<file path="config.mk">
export PLATFORM = sky130hd
export DESIGN_NAME = front_panel_sequencer_flat
export DESIGN_NICKNAME = d
export VERILOG_FILES = /design/src/rtl/front_panel_pkg.sv /design/src/rtl/front_panel_sequencer_if.sv /design/src/rtl/front_panel_sequencer_cmd_decode.sv /design/src/rtl/front_panel_sequencer.sv /design/src/flat_wrapper.sv
export SDC_FILE = /design/constraint.sdc
export NUM_CORES = 1
export LEC_CHECK = 0
export ABC_AREA = 1
export ABC_CLOCK_PERIOD_IN_PS = 5100
export BUFFER_PORTS_ARGS = -buffer_cell sky130_fd_sc_hd__buf_2
export CAP_MARGIN = 10
export CORE_UTILIZATION = 40
export CTS_CLUSTER_SIZE = 20
export DETAILED_ROUTE_END_ITERATION = 6
export SKIP_CTS_REPAIR_TIMING = 1
export SYNTH_ARGS = -nofsm -noshare
export SYNTH_HDL_FRONTEND = slang
export SYNTH_HIERARCHICAL = 1
export SYNTH_SLANG_ARGS = --single-unit
</file>
<file path="constraint.sdc">
create_clock -name clk -period 5.1 [get_ports clk]
set_input_delay 0.255 -clock clk [delete_from_list [all_inputs] [get_ports clk]]
set_output_delay 0.255 -clock clk [all_outputs]
set_load 0.05 [all_outputs]
</file>
<file path="src/rtl/front_panel_pkg.sv">
// Shared constants and types for the Altair front panel sequencer.
package front_panel_pkg;

    localparam int NUM_SWITCHES = 25;
    localparam int NUM_LEDS     = 36;

    // Switch positions on the panel
    localparam int SW_SA_LSB   = 0;
    localparam int SW_RUN_STOP = 16;
    localparam int SW_STEP     = 17;
    localparam int SW_EXAMINE  = 18;
    localparam int SW_DEPOSIT  = 19;
    localparam int SW_RESET    = 20;
    localparam int SW_PROTECT  = 21;
    localparam int SW_AUX0     = 22;
    localparam int SW_AUX1     = 23;
    localparam int SW_POWER    = 24;

    // LED positions on the panel
    localparam int LED_ADDR_LSB   = 0;
    localparam int LED_DATA_LSB   = 16;
    localparam int LED_STATUS_LSB = 24;
    localparam int LED_PROT       = 25;
    localparam int LED_WAIT       = 34;
    localparam int LED_HLDA       = 35;

    // Switch lever codes
    localparam logic [1:0] SW_OFF  = 2'b00;
    localparam logic [1:0] SW_UP   = 2'b01;
    localparam logic [1:0] SW_DOWN = 2'b10;

    typedef enum logic [2:0] {
        ST_OFF,
        ST_STOPPED,
        ST_RUNNING,
        ST_MEM_RD,
        ST_MEM_WR,
        ST_STEP_WAIT,
        ST_RST_PULSE
    } state_t;

    typedef enum logic [3:0] {
        CMD_NONE,
        CMD_RESET,
        CMD_CLR,
        CMD_STOP,
        CMD_RUN,
        CMD_STEP,
        CMD_EXAMINE,
        CMD_EXAMINE_NEXT,
        CMD_DEPOSIT,
        CMD_DEPOSIT_NEXT,
        CMD_PROTECT,
        CMD_UNPROTECT
    } cmd_t;

    // The illegal 11 code reads as a centred lever
    function automatic logic [1:0] sw_norm(input logic [1:0] code);
        return (code == 2'b11) ? SW_OFF : code;
    endfunction

endpackage

</file>
<file path="src/rtl/front_panel_sequencer_if.sv">
// Memory port and CPU control/status bundle seen by the console sequencer.
interface front_panel_sequencer_if;
    logic [15:0] mem_addr;
    logic [7:0]  mem_wdata;
    logic [7:0]  mem_rdata;
    logic        mem_req;
    logic        mem_we;
    logic        mem_ack;
    logic        cpu_run;
    logic        cpu_step;
    logic        cpu_step_done;
    logic        cpu_reset;
    logic [15:0] cpu_addr;
    logic [7:0]  cpu_data;
    logic [9:0]  cpu_status;
    logic        cpu_wait;
    logic        cpu_hlda;

    modport master (
        output mem_addr, mem_wdata, mem_req, mem_we,
        output cpu_run, cpu_step, cpu_reset,
        input  mem_rdata, mem_ack, cpu_step_done,
        input  cpu_addr, cpu_data, cpu_status, cpu_wait, cpu_hlda
    );

    modport slave (
        input  mem_addr, mem_wdata, mem_req, mem_we,
        input  cpu_run, cpu_step, cpu_reset,
        output mem_rdata, mem_ack, cpu_step_done,
        output cpu_addr, cpu_data, cpu_status, cpu_wait, cpu_hlda
    );
endinterface

</file>
<file path="src/rtl/front_panel_sequencer_cmd_decode.sv">
// Edge detection on the control levers and priority selection of one command.
module panel_cmd_decode
    import front_panel_pkg::*;
(
    input  logic       clk,
    input  logic       reset,
    input  logic [1:0] ctrl_sw [0:8],
    output cmd_t       cmd,
    output logic       power_on,
    output logic       power_edge
);
    localparam int I_RUN  = SW_RUN_STOP - SW_RUN_STOP;
    localparam int I_STEP = SW_STEP     - SW_RUN_STOP;
    localparam int I_EXAM = SW_EXAMINE  - SW_RUN_STOP;
    localparam int I_DEP  = SW_DEPOSIT  - SW_RUN_STOP;
    localparam int I_RST  = SW_RESET    - SW_RUN_STOP;
    localparam int I_PROT = SW_PROTECT  - SW_RUN_STOP;
    localparam int I_AUX0 = SW_AUX0     - SW_RUN_STOP;
    localparam int I_AUX1 = SW_AUX1     - SW_RUN_STOP;
    localparam int I_PWR  = SW_POWER    - SW_RUN_STOP;

    logic [1:0] cur_sw  [0:8];
    logic [1:0] prev_sw [0:8];
    logic [8:0] fired;
    logic       unused_aux;

    // Normalise lever codes and flag a lever that just left the centre position
    always_comb begin
        for (int i = 0; i < 9; i++) begin
            cur_sw[i] = sw_norm(ctrl_sw[i]);
            fired[i]  = (prev_sw[i] == SW_OFF) && (cur_sw[i] != SW_OFF);
        end
    end

    assign unused_aux = ^{prev_sw[I_AUX0], prev_sw[I_AUX1], cur_sw[I_AUX0], cur_sw[I_AUX1],
                          fired[I_AUX0], fired[I_AUX1]};

    // Remember last lever positions so a held lever fires only once
    always_ff @(posedge clk or posedge reset) begin
        if (reset) begin
            for (int i = 0; i < 9; i++) prev_sw[i] <= SW_OFF;
        end else begin
            for (int i = 0; i < 9; i++) prev_sw[i] <= cur_sw[i];
        end
    end

    assign power_on   = (cur_sw[I_PWR] == SW_UP);
    assign power_edge = fired[I_PWR] && power_on;

    // Pick the single highest-priority new command; all others this cycle are lost
    always_comb begin
        cmd = CMD_NONE;
        if (fired[I_RST])
            cmd = (cur_sw[I_RST] == SW_UP) ? CMD_RESET : CMD_CLR;
        else if (fired[I_RUN] && cur_sw[I_RUN] == SW_UP)
            cmd = CMD_STOP;
        else if (fired[I_RUN])
            cmd = CMD_RUN;
        else if (fired[I_STEP] && cur_sw[I_STEP] == SW_UP)
            cmd = CMD_STEP;
        else if (fired[I_EXAM])
            cmd = (cur_sw[I_EXAM] == SW_UP) ? CMD_EXAMINE : CMD_EXAMINE_NEXT;
        else if (fired[I_DEP])
            cmd = (cur_sw[I_DEP] == SW_UP) ? CMD_DEPOSIT : CMD_DEPOSIT_NEXT;
        else if (fired[I_PROT])
            cmd = (cur_sw[I_PROT] == SW_UP) ? CMD_PROTECT : CMD_UNPROTECT;
    end

endmodule

</file>
<file path="src/rtl/front_panel_sequencer.sv">
// Console sequencer: turns panel lever commands into CPU control and memory accesses.
module front_panel_sequencer
    import front_panel_pkg::*;
#(
    parameter int MEM_TIMEOUT        = 255,
    parameter int RESET_PULSE_CYCLES = 16,
    parameter int PROT_PAGE_BITS     = 6
) (
    input  logic       clk,
    input  logic       reset,
    input  logic [1:0] switches_status [0:24],
    output logic       leds_status [0:35],
    front_panel_sequencer_if.master bus
);
    localparam int NUM_PAGES = 1 << PROT_PAGE_BITS;
    localparam int TIMER_W   = $clog2(MEM_TIMEOUT + 1);
    localparam int PULSE_W   = $clog2(RESET_PULSE_CYCLES + 1);

    state_t                 state, state_n;
    cmd_t                   cmd;
    logic                   power_on, power_edge;
    logic [1:0]             ctrl_sw [0:8];
    logic [15:0]            sa;
    logic [15:0]            panel_addr, panel_addr_n, addr_inc;
    logic [7:0]             panel_data, panel_data_n;
    logic [7:0]             wdata_q, wdata_n;
    logic [NUM_PAGES-1:0]   protect_bits, protect_n;
    logic                   step_q, step_n;
    logic [TIMER_W-1:0]     timer;
    logic [PULSE_W-1:0]     pulse_cnt;
    logic [15:0]            disp_addr;
    logic [7:0]             disp_data;
    logic [35:0]            leds_q, leds_n;
    logic                   unused_status;

    function automatic logic [PROT_PAGE_BITS-1:0] page_of(input logic [15:0] a);
        return a[15 -: PROT_PAGE_BITS];
    endfunction

    // Address/data levers as a plain word, control levers handed to the decoder
    always_comb begin
        for (int i = 0; i < 16; i++) sa[i] = (sw_norm(switches_status[SW_SA_LSB + i]) == SW_UP);
        for (int i = 0; i < 9; i++) ctrl_sw[i] = switches_status[SW_RUN_STOP + i];
    end

    panel_cmd_decode u_decode (
        .clk        (clk),
        .reset      (reset),
        .ctrl_sw    (ctrl_sw),
        .cmd        (cmd),
        .power_on   (power_on),
        .power_edge (power_edge)
    );

    assign addr_inc = panel_addr + 16'd1;

    // Next-state logic; losing power overrides everything and forces OFF
    always_comb begin
        state_n      = state;
        panel_addr_n = panel_addr;
        panel_data_n = panel_data;
        wdata_n      = wdata_q;
        protect_n    = protect_bits;
        step_n       = 1'b0;
        if (!power_on) begin
            state_n = ST_OFF;
        end else begin
            case (state)
                ST_OFF: if (power_edge) state_n = ST_RST_PULSE;
                ST_RST_PULSE: if (pulse_cnt == PULSE_W'(RESET_PULSE_CYCLES - 1)) state_n = ST_STOPPED;
                ST_STOPPED: begin
                    case (cmd)
                        CMD_RESET: state_n = ST_RST_PULSE;
                        CMD_CLR:   protect_n = '0;
                        CMD_RUN:   state_n = ST_RUNNING;
                        CMD_STEP: begin
                            step_n  = 1'b1;
                            state_n = ST_STEP_WAIT;
                        end
                        CMD_EXAMINE: begin
                            panel_addr_n = sa;
                            state_n      = ST_MEM_RD;
                        end
                        CMD_EXAMINE_NEXT: begin
                            panel_addr_n = addr_inc;
                            state_n      = ST_MEM_RD;
                        end
                        CMD_DEPOSIT: begin
                            wdata_n = sa[7:0];
                            if (!protect_bits[page_of(panel_addr)]) state_n = ST_MEM_WR;
                        end
                        CMD_DEPOSIT_NEXT: begin
                            panel_addr_n = addr_inc;
                            wdata_n      = sa[7:0];
                            if (!protect_bits[page_of(addr_inc)]) state_n = ST_MEM_WR;
                        end
                        CMD_PROTECT:   protect_n[page_of(panel_addr)] = 1'b1;
                        CMD_UNPROTECT: protect_n[page_of(panel_addr)] = 1'b0;
                        default: ;
                    endcase
                end
                ST_RUNNING: begin
                    case (cmd)
                        CMD_RESET: state_n = ST_RST_PULSE;
                        CMD_CLR:   protect_n = '0;
                        CMD_STOP: begin
                            state_n      = ST_STOPPED;
                            panel_addr_n = bus.cpu_addr;
                        end
                        default: ;
                    endcase
                end
                ST_MEM_RD, ST_MEM_WR: begin
                    if (bus.mem_ack) begin
                        panel_data_n = (state == ST_MEM_RD) ? bus.mem_rdata : wdata_q;
                        state_n      = ST_STOPPED;
                    end else if (timer == TIMER_W'(MEM_TIMEOUT - 1)) begin
                        panel_data_n = 8'hFF;
                        state_n      = ST_STOPPED;
                    end
                end
                ST_STEP_WAIT: begin
                    if (bus.cpu_step_done) begin
                        state_n      = ST_STOPPED;
                        panel_addr_n = bus.cpu_addr;
                    end
                end
                default: state_n = ST_OFF;
            endcase
        end
    end

    // State and console registers
    always_ff @(posedge clk or posedge reset) begin
        if (reset) begin
            state        <= ST_OFF;
            panel_addr   <= '0;
            panel_data   <= '0;
            wdata_q      <= '0;
            protect_bits <= '0;
            step_q       <= 1'b0;
        end else begin
            state        <= state_n;
            panel_addr   <= panel_addr_n;
            panel_data   <= panel_data_n;
            wdata_q      <= wdata_n;
            protect_bits <= protect_n;
            step_q       <= step_n;
        end
    end

    // Cycle counters for the memory timeout and the CPU reset pulse
    always_ff @(posedge clk or posedge reset) begin
        if (reset) begin
            timer     <= '0;
            pulse_cnt <= '0;
        end else begin
            timer     <= (state == ST_MEM_RD || state == ST_MEM_WR) ? timer + 1'b1 : '0;
            pulse_cnt <= (state == ST_RST_PULSE) ? pulse_cnt + 1'b1 : '0;
        end
    end

    // The request drops combinationally on power loss so an access never outlives the panel
    assign bus.mem_req   = power_on && (state == ST_MEM_RD || state == ST_MEM_WR);
    assign bus.mem_we    = (state == ST_MEM_WR);
    assign bus.mem_addr  = panel_addr;
    assign bus.mem_wdata = wdata_q;
    assign bus.cpu_run   = (state == ST_RUNNING);
    assign bus.cpu_step  = step_q;
    assign bus.cpu_reset = (state == ST_RST_PULSE);

    // The CPU status PROT bit is replaced by the console's own protect map
    assign unused_status = bus.cpu_status[8];

    // Build the LED image: live bus while running, console registers otherwise
    always_comb begin
        disp_addr = (state == ST_RUNNING) ? bus.cpu_addr : panel_addr;
        disp_data = (state == ST_RUNNING) ? bus.cpu_data : panel_data;
        leds_n    = '0;
        if (power_on && state != ST_OFF) begin
            leds_n[LED_ADDR_LSB +: 16] = disp_addr;
            leds_n[LED_DATA_LSB +: 8]  = disp_data;
            for (int i = 0; i < 10; i++) leds_n[LED_STATUS_LSB + i] = bus.cpu_status[9 - i];
            leds_n[LED_PROT] = protect_bits[page_of(disp_addr)];
            leds_n[LED_WAIT] = bus.cpu_wait || (state != ST_RUNNING);
            leds_n[LED_HLDA] = bus.cpu_hlda;
        end
    end

    // LED register
    always_ff @(posedge clk or posedge reset) begin
        if (reset) leds_q <= '0;
        else       leds_q <= leds_n;
    end

    // Present the LED register to the renderer
    always_comb begin
        for (int i = 0; i < 36; i++) leds_status[i] = leds_q[i];
    end

endmodule
</file>
<file path="src/flat_wrapper.sv">
// flat-port wrapper written by rule: the top's interface ports become plain ports
module front_panel_sequencer_flat import front_panel_pkg::*;
#(
    parameter int MEM_TIMEOUT        = 255,
    parameter int RESET_PULSE_CYCLES = 16,
    parameter int PROT_PAGE_BITS     = 6
)
  (clk, reset, switches_status, leds_status, bus_mem_addr, bus_mem_wdata, bus_mem_req, bus_mem_we, bus_cpu_run, bus_cpu_step, bus_cpu_reset, bus_mem_rdata, bus_mem_ack, bus_cpu_step_done, bus_cpu_addr, bus_cpu_data, bus_cpu_status, bus_cpu_wait, bus_cpu_hlda);
  front_panel_sequencer_if bus_i ();
  input  logic clk;
  input  logic reset;
  input  logic [1:0] switches_status[0:24];
  output logic leds_status[0:35];
  output wire logic [$bits(bus_i.mem_addr)-1:0] bus_mem_addr;
  output wire logic [$bits(bus_i.mem_wdata)-1:0] bus_mem_wdata;
  output wire logic [$bits(bus_i.mem_req)-1:0] bus_mem_req;
  output wire logic [$bits(bus_i.mem_we)-1:0] bus_mem_we;
  output wire logic [$bits(bus_i.cpu_run)-1:0] bus_cpu_run;
  output wire logic [$bits(bus_i.cpu_step)-1:0] bus_cpu_step;
  output wire logic [$bits(bus_i.cpu_reset)-1:0] bus_cpu_reset;
  input wire logic [$bits(bus_i.mem_rdata)-1:0] bus_mem_rdata;
  input wire logic [$bits(bus_i.mem_ack)-1:0] bus_mem_ack;
  input wire logic [$bits(bus_i.cpu_step_done)-1:0] bus_cpu_step_done;
  input wire logic [$bits(bus_i.cpu_addr)-1:0] bus_cpu_addr;
  input wire logic [$bits(bus_i.cpu_data)-1:0] bus_cpu_data;
  input wire logic [$bits(bus_i.cpu_status)-1:0] bus_cpu_status;
  input wire logic [$bits(bus_i.cpu_wait)-1:0] bus_cpu_wait;
  input wire logic [$bits(bus_i.cpu_hlda)-1:0] bus_cpu_hlda;
  assign bus_mem_addr = bus_i.mem_addr;
  assign bus_mem_wdata = bus_i.mem_wdata;
  assign bus_mem_req = bus_i.mem_req;
  assign bus_mem_we = bus_i.mem_we;
  assign bus_cpu_run = bus_i.cpu_run;
  assign bus_cpu_step = bus_i.cpu_step;
  assign bus_cpu_reset = bus_i.cpu_reset;
  assign bus_i.mem_rdata = bus_mem_rdata;
  assign bus_i.mem_ack = bus_mem_ack;
  assign bus_i.cpu_step_done = bus_cpu_step_done;
  assign bus_i.cpu_addr = bus_cpu_addr;
  assign bus_i.cpu_data = bus_cpu_data;
  assign bus_i.cpu_status = bus_cpu_status;
  assign bus_i.cpu_wait = bus_cpu_wait;
  assign bus_i.cpu_hlda = bus_cpu_hlda;
  front_panel_sequencer #(.MEM_TIMEOUT(MEM_TIMEOUT), .RESET_PULSE_CYCLES(RESET_PULSE_CYCLES), .PROT_PAGE_BITS(PROT_PAGE_BITS)) u_core (.clk(clk), .reset(reset), .switches_status(switches_status), .leds_status(leds_status), .bus(bus_i));
endmodule
</file>
==> After elaboration in Yosys (flattened, before gate mapping) <==
Index checks and enable logic that the tools add are counted.
{ "word_totals": {"ff_bits": 163, "in_bits": 98, "output_inout_bits": 65, "wordCells": 219} }
{ "classes": {"add_sub_neg": 3, "order_cmp": 4, "eq_ne": 79, "muxes": 71, "bitwise": 3, "n_reduce_logical": 43} }
{ "op_table": {"columns": ["cell", "n"], "rows": [
  ["$pmux 64 s3", 1],
  ["$pmux 64 s2", 1],
  ["$and 64x64->64", 1],
  ["$mux 64", 1],
  ["$not 64->64", 1],
  ["$or 64x64->64", 1],
  ["$mux 16", 3],
  ["$mux 2", 24],
  ["$pmux 16 s3", 1],
  ["$eq 2x1->1 const B", 23],
  ["$eq 2x2->1 const B", 23],
  ["$mux 8", 5],
  ["$mux 36", 1],
  ["$pmux 3 s6", 2],
  ["$pmux 16 s2", 1],
  ["$mux 4", 7],
  ["$mux 3", 8],
  ["$lt 6x7->1 const B", 3],
  ["$bmux 1 s6", 3],
  ["$reduce_bool 2->1", 9],
  ["$add 16x1->16 const B", 1],
  ["$eq 4x3->1 const B", 4],
  ["$eq 4x4->1 const B", 4],
  ["$ne 4x4->1 const B", 4],
  ["30 further kinds", 71]
]} }

==> Depth between registers and ports, before layout <==
{ "depth": {"depth_word": 16, "ltp_mapped": 22, "depth_no_buf": 21} }

==> Hierarchy <==
The synthesis kept the hierarchy.
{ "modules_own_cells": {"columns": ["module", "n_inst", "cells_each", "area_per_inst_um2", "seq_area_each_um2"], "rows": [
  ["front_panel_sequencer", 1, 1288, 9326.4, 3728.6],
  ["panel_cmd_decode", 1, 90, 840.8, 350.3]
]} }

==> Worst setup path after synthesis <==
Ideal clock, no wire load.
{ "synth_timing": {"path_kind": "input -> register", "startpoint": "input port switches_status[14] (netlist bit)", "endpoint": "register u_core.panel_addr[11], in the netlist u_core/bus.mem_addr[11]", "setup_ps": 133, "t_arrival_ps": 2457, "t_required_ps": 4967, "setup_slack_ps": 2510, "path_stages": 20, "n_path_buf": 2, "cell_sequence": "inv_1 -> ha_1 -> nor3_2 -> nand2_2 -> o21ai_0 -> inv_1 -> nand2_1 -> nand2_1 -> a21oi_1 -> buf_2 -> clkinv_1 -> nor2_1 -> nand2_1 -> nand2_1 -> nand2_1 -> nor2_1 -> clkbuf_1 -> o21ai_0 -> a21oi_1 -> a21oi_1"} }
{ "synth_via": {"elab_chain_cells": 13, "word_cells_on_any_way": 20, "classes_between": "eq/ne (8); mux (7); reduce/logical (5)"} }
{ "synth_lines": {"columns": ["element", "line_no", "text"], "rows": [
  ["start: declaration", "flat_wrapper.sv:12", "input logic [1:0] switches_status[0:24];"],
  ["$eq 2x2->1", "front_panel_pkg.sv:59", "return (code == 2'b11) ? SW_OFF : code;"],
  ["$mux 2 *", "front_panel_pkg.sv:59", null],
  ["$reduce_bool 2->1", "front_panel_sequencer_cmd_decode.sv:31", "fired[i] = (prev_sw[i] == SW_OFF) && (cur_sw[i] != SW_OFF);"],
  ["$logic_and 1x1->1", "front_panel_sequencer_cmd_decode.sv:31", null],
  ["$logic_and 1x1->1 *", "front_panel_sequencer_cmd_decode.sv:59", "else if (fired[I_STEP] && cur_sw[I_STEP] == SW_UP)"],
  ["$mux 4 *", "front_panel_sequencer_cmd_decode.sv:59", null],
  ["$mux 4 *", "front_panel_sequencer_cmd_decode.sv:57", "else if (fired[I_RUN])"],
  ["$mux 4 *", "front_panel_sequencer_cmd_decode.sv:55", "else if (fired[I_RUN] && cur_sw[I_RUN] == SW_UP)"],
  ["$mux 4 *", "front_panel_sequencer_cmd_decode.sv:53", "if (fired[I_RST])"],
  ["net u_core.cmd[0]", "front_panel_sequencer.sv:20", "cmd_t cmd;"],
  ["$eq 4x3->1 or $eq 4x4->1 (tied branches)", "front_panel_sequencer.sv:72", "case (cmd)"],
  ["$reduce_or 2->1 (no line)", null, null],
  ["$pmux 16 s2 or $ne 3x3->1 (tied branches)", null, null],
  ["$pmux 16 s3 or $reduce_and 5->1 (tied branches)", null, null],
  ["end signal: assignment", "front_panel_sequencer.sv:144", "panel_addr <= panel_addr_n;"],
  ["end: declaration", "front_panel_sequencer.sv:24", "logic [15:0] panel_addr, panel_addr_n, addr_inc;"]
]} }
Mark *: on every way through the listed nets, which the timed path passes. The rest lies on a longest branch.
A chain may end at the register's enable or synchronous reset.

==> Worst setup path in the final report <==
{ "layout_timing": {"startpoint": "register u_core.panel_addr[0], in the netlist u_core/bus.mem_addr[0]", "endpoint": "register u_core.state[2]"} }
{ "layout_via": {"elab_chain_cells": 5} }
{ "layout_lines": {"columns": ["element", "line_no", "text"], "rows": [
  ["$add 16x1->16", "front_panel_sequencer.sv:55", "assign addr_inc = panel_addr + 16'd1;"],
  ["$bmux 1 s6", "front_panel_sequencer.sv:95", "if (!protect_bits[page_of(addr_inc)]) state_n = ST_MEM_WR;"],
  ["$mux 1 (implied by the code)", "front_panel_sequencer.sv:95", null],
  ["$ne 4x4->1 (no line)", null, null],
  ["$reduce_and 8->1 (no line)", null, null],
  ["end signal: assignment", "front_panel_sequencer.sv:143", "state <= state_n;"],
  ["end: declaration", "front_panel_sequencer.sv:19", "state_t state, state_n;"]
]} }
No other way between the ends. The select of a mux whose other input is x is not followed.

==> results.py <==
metrics = {
    "outcome": {
        "outcome": "completed",
    },
    "global_routing": {
        "antenna_found_initial": 1,
        "grt_usage_pct": 25.8,
        "grt_pass1_wl_um": 52500,
        "grt.overflow.total": 0,
        "grt_pass1_vias": 9399,
        "grt_max_degree": 99,
    },
    "cts": {
        "cts_sinks": 163,
        "cts_buffer_depth": 2,
        "cts_root_buf": "clkbuf_16",
        "clk-insertion-delay-late_ns": 0.43,
        "clk_pin_slew_ns": 0.07,
        "numCtsBuffers": 17,
        "cts_tree": "done",
        "cts_max_level": 4,
    },
    "cells_and_area": {
        "fillerInstances": 2515,
        "final_layout_size_suffix_gt1_share_pct": 17.0,
        "layout.nets": 1618,
        "area_growth_pct": 15.2,
        "fin_area_um2": 11700,
    },
    "floorplanning": {
        "die_y_um": 161,
        "core-area_um2": 24600,
        "die_x_um": 161,
        "fp-row-count": 57,
        "start_util_pct": 41.3,
        "io_pins": 163,
        "die_area_um2": 26100,
    },
    "sta": {
        "finalCritPeriodShare_pct": 68.7,
        "hold_viol": 0,
        "drv_slew": 0,
        "clock_skew_ns": 0.00941,
        "finalCriticalPeriod_ns": 3.51,
        "setup_viol": 0,
        "setup_tns_ns": 0,
        "worst_slew_pin_slew_ns": 1.02,
        "relSlewSlack_pct": 31.9,
        "max_freq_mhz": 285,
        "rsz0062_at_grt": "false",
    },
    "worst_setup_path": {
        "rr_worst_depth": 16,
        "setup.worst_path.class": "reg2reg",
        "crit_required_ns": 5.41,
        "start_kind": "register",
        "crit_arrival_ns": 3.82,
        "cp-end-kind": "register",
        "r2r_setup_slack_ns": 1.59,
        "critPathMaxFanout": 35,
    },
    "min_path": {
        "hold_class": "in2reg",
        "whs_path_depth": 3,
    },
    "pwr": {
        "power.leakage_nw": 5.71,
        "ir_drop_v": 0.000255,
        "p_per_area_nw_per_um2": 494,
    },
    "yosys": {
        "synth_edf_count": 0,
        "ys_ff_latch": 163,
        "avgSynthCellArea_um2": 7.38,
        "ys.flop_type": "dfrtp_1",
        "synth_area_um2": 10200,
        "synth_cell_types": 53,
        "async_reset_ff_share_pct": 100,
        "syn_nets": 1499,
        "seq_area_frac_synth_pct": 40.1,
        "syn_inst": 1378,
        "ys.warnings.count": 6,
    },
    "detailed_routing": {
        "drc": 0,
        "drt-total-wl_um": 33300,
        "drtAntennaViolNets": 0,
        "vias": 10100,
        "drt-pass1-iter-count": 7,
        "drt-initial-drc-count": 1164,
        "wl_per_cell_um": 18.1,
        "avgViaCountPerCell": 5.52,
    },
    "placement": {
        "gp_congestion": 0.932,
        "place_hpwl_um": 23700,
        "postPlaceCellArea_um2": 11100,
        "io_buffers": 157,
    },
    "job": {
        "drv_cap": 0,
    },
}
worst max-delay path, cell delays in order, from the launching register on:
cell      delay (ns)
dfrtp_1         0.42
ha_1            0.20
nand2_1         0.12
nor2_2          0.23
nand3_2         0.55
nand2_2         0.78
nand2_1         0.12
o211ai_1        0.11
nand3_1         0.11
nand3_1         0.11
nand3_1         0.07
nand2_1         0.10
nand2_1         0.11
nand4_2         0.13
nand3_2         0.10
nand2_1         0.07
nand2_1         0.05
synthesized netlist by cell type, drive strengths merged, types with 5 or more instances:
library cell	number	area, um^2
o31ai	18	135
buf	37	208
inv	201	757
o21ai	74	374
clkbuf	31	116
a21oi	142	711
a211oi	27	203
o221ai	11	96.3
nor3	26	184
nand4	11	75.1
a22oi	12	90.1
xor2	5	43.8
nor2	171	727
a41oi	8	70.1
dfrtp	163	4080
nand3	111	571
o211ai	21	163
ha	23	288
o22ai	22	138
nand2	233	902
a31oi	5	31.3
routing by layer:
layer | vias to the layer above | GRT usage, % | wire length (um)
li1 | 4849 | - | -
met1 | 4708 | 36.9 | 15000
met2 | 517 | 39.3 | 14700
met3 | 54 | 4.42 | 2850
met4 | 0 | 8.62 | 736
met5 | - | 0 | 0
power by group:
group | internal (W) | switching, W | total (W)
registers | 0.00153 | 0.000235 | 0.00177
logic | 0.000713 | 0.00203 | 0.00274
clock network | 0.000686 | 0.000584 | 0.00127
total | 0.00293 | 0.00285 | 0.00578
per-stage QoR:
stage | cells | power [W] | util (%) | hold WS [ns] | setup WS [ns]
after floorplan | 1378 | 0.00372 | - | 0.144 | 0.837
after global placement | 1801 | 0.00445 | 45.2 | 0.362 | 1.57
after detailed placement | 1801 | 0.00447 | 45.2 | 0.375 | 1.58
after CTS | 1833 | 0.00575 | 47.6 | -0.0852 | 1.66
after global routing | 1835 | 0.00615 | 47.6 | 0.0163 | 1.36
final | 1835 | 0.00578 | 47.6 | 0.0333 | 1.59
layout by cell type, fill, tap and decap left out, types with 12 or more instances in the layout:
cell	synthesis	routed
o22ai_1	22	22
nand3_1	108	108
o21ai_0	60	59
buf_2	25	157
inv_1	188	187
dfrtp_1	163	163
o31ai_1	18	18
a211oi_1	27	27
o21ai_1	13	13
clkbuf_16	0	17
nand2_1	224	224
a22oi_1	12	12
ha_1	23	23
nor2_1	155	155
o211ai_1	20	20
a21oi_1	142	142
inv_2	12	12
nor3_1	19	19
registers in the layout, summed over array words and instances (netlist names):
| register | flops |
|---|---|
| u_core/leds_q | 36 |
| u_core/pulse_cnt | 5 |
| u_core/bus.cpu_step | 1 |
| u_core/panel_data | 8 |
| u_core/bus.mem_addr | 16 |
| u_core/u_decode/prev_sw | 14 |
| u_core/timer | 8 |
| u_core/state | 3 |
| u_core/protect_bits | 64 |
| u_core/bus.mem_wdata | 8 |
worst paths after layout:
kind                                              from                           to
max in group asynchronous                        reset      u_core/protect_bits[33]
worst max register to register  u_core/bus.mem_addr[0]              u_core/state[2]
worst min register to register     u_core/pulse_cnt[0]          u_core/pulse_cnt[0]
min in group asynchronous                        reset  u_core/u_decode/prev_sw[10]
worst min-delay path                 bus_cpu_status[1]            u_core/leds_q[32]
worst max-delay path            u_core/bus.mem_addr[0]              u_core/state[2]
layout make-up:
| type | count | area [um^2] | share of cell area, % |
|---|---|---|---|
| Clock buffer | 17 | 425 | 3.63 |
| Timing Repair Buffer | 168 | 871 | 7.44 |
| Inverter | 202 | 766 | 6.54 |
| Clock inverter | 15 | 149 | 1.27 |
| Antenna cell | 1 | 2.50 | 0.0214 |
| Tap cell | 324 | 405 | 3.46 |
| Sequential cell | 163 | 4080 | 34.8 |
| Multi-Input combinational cell | 945 | 5010 | 42.8 |
logic make-up after synthesis:
| logic type | after synthesis | synth area share (%) |
|---|---|---|
| XOR/XNOR | 6 | 0.517 |
| adder cells (fa/ha/maj) | 23 | 2.83 |
| AO/OA/AOI/OAI | 353 | 20.9 |
| AND/OR/NAND/NOR | 563 | 25.0 |
| buffers and inverters | 270 | 10.7 |
| flip-flops | 163 | 40.1 |
Power figures use the tool's default switching activity.
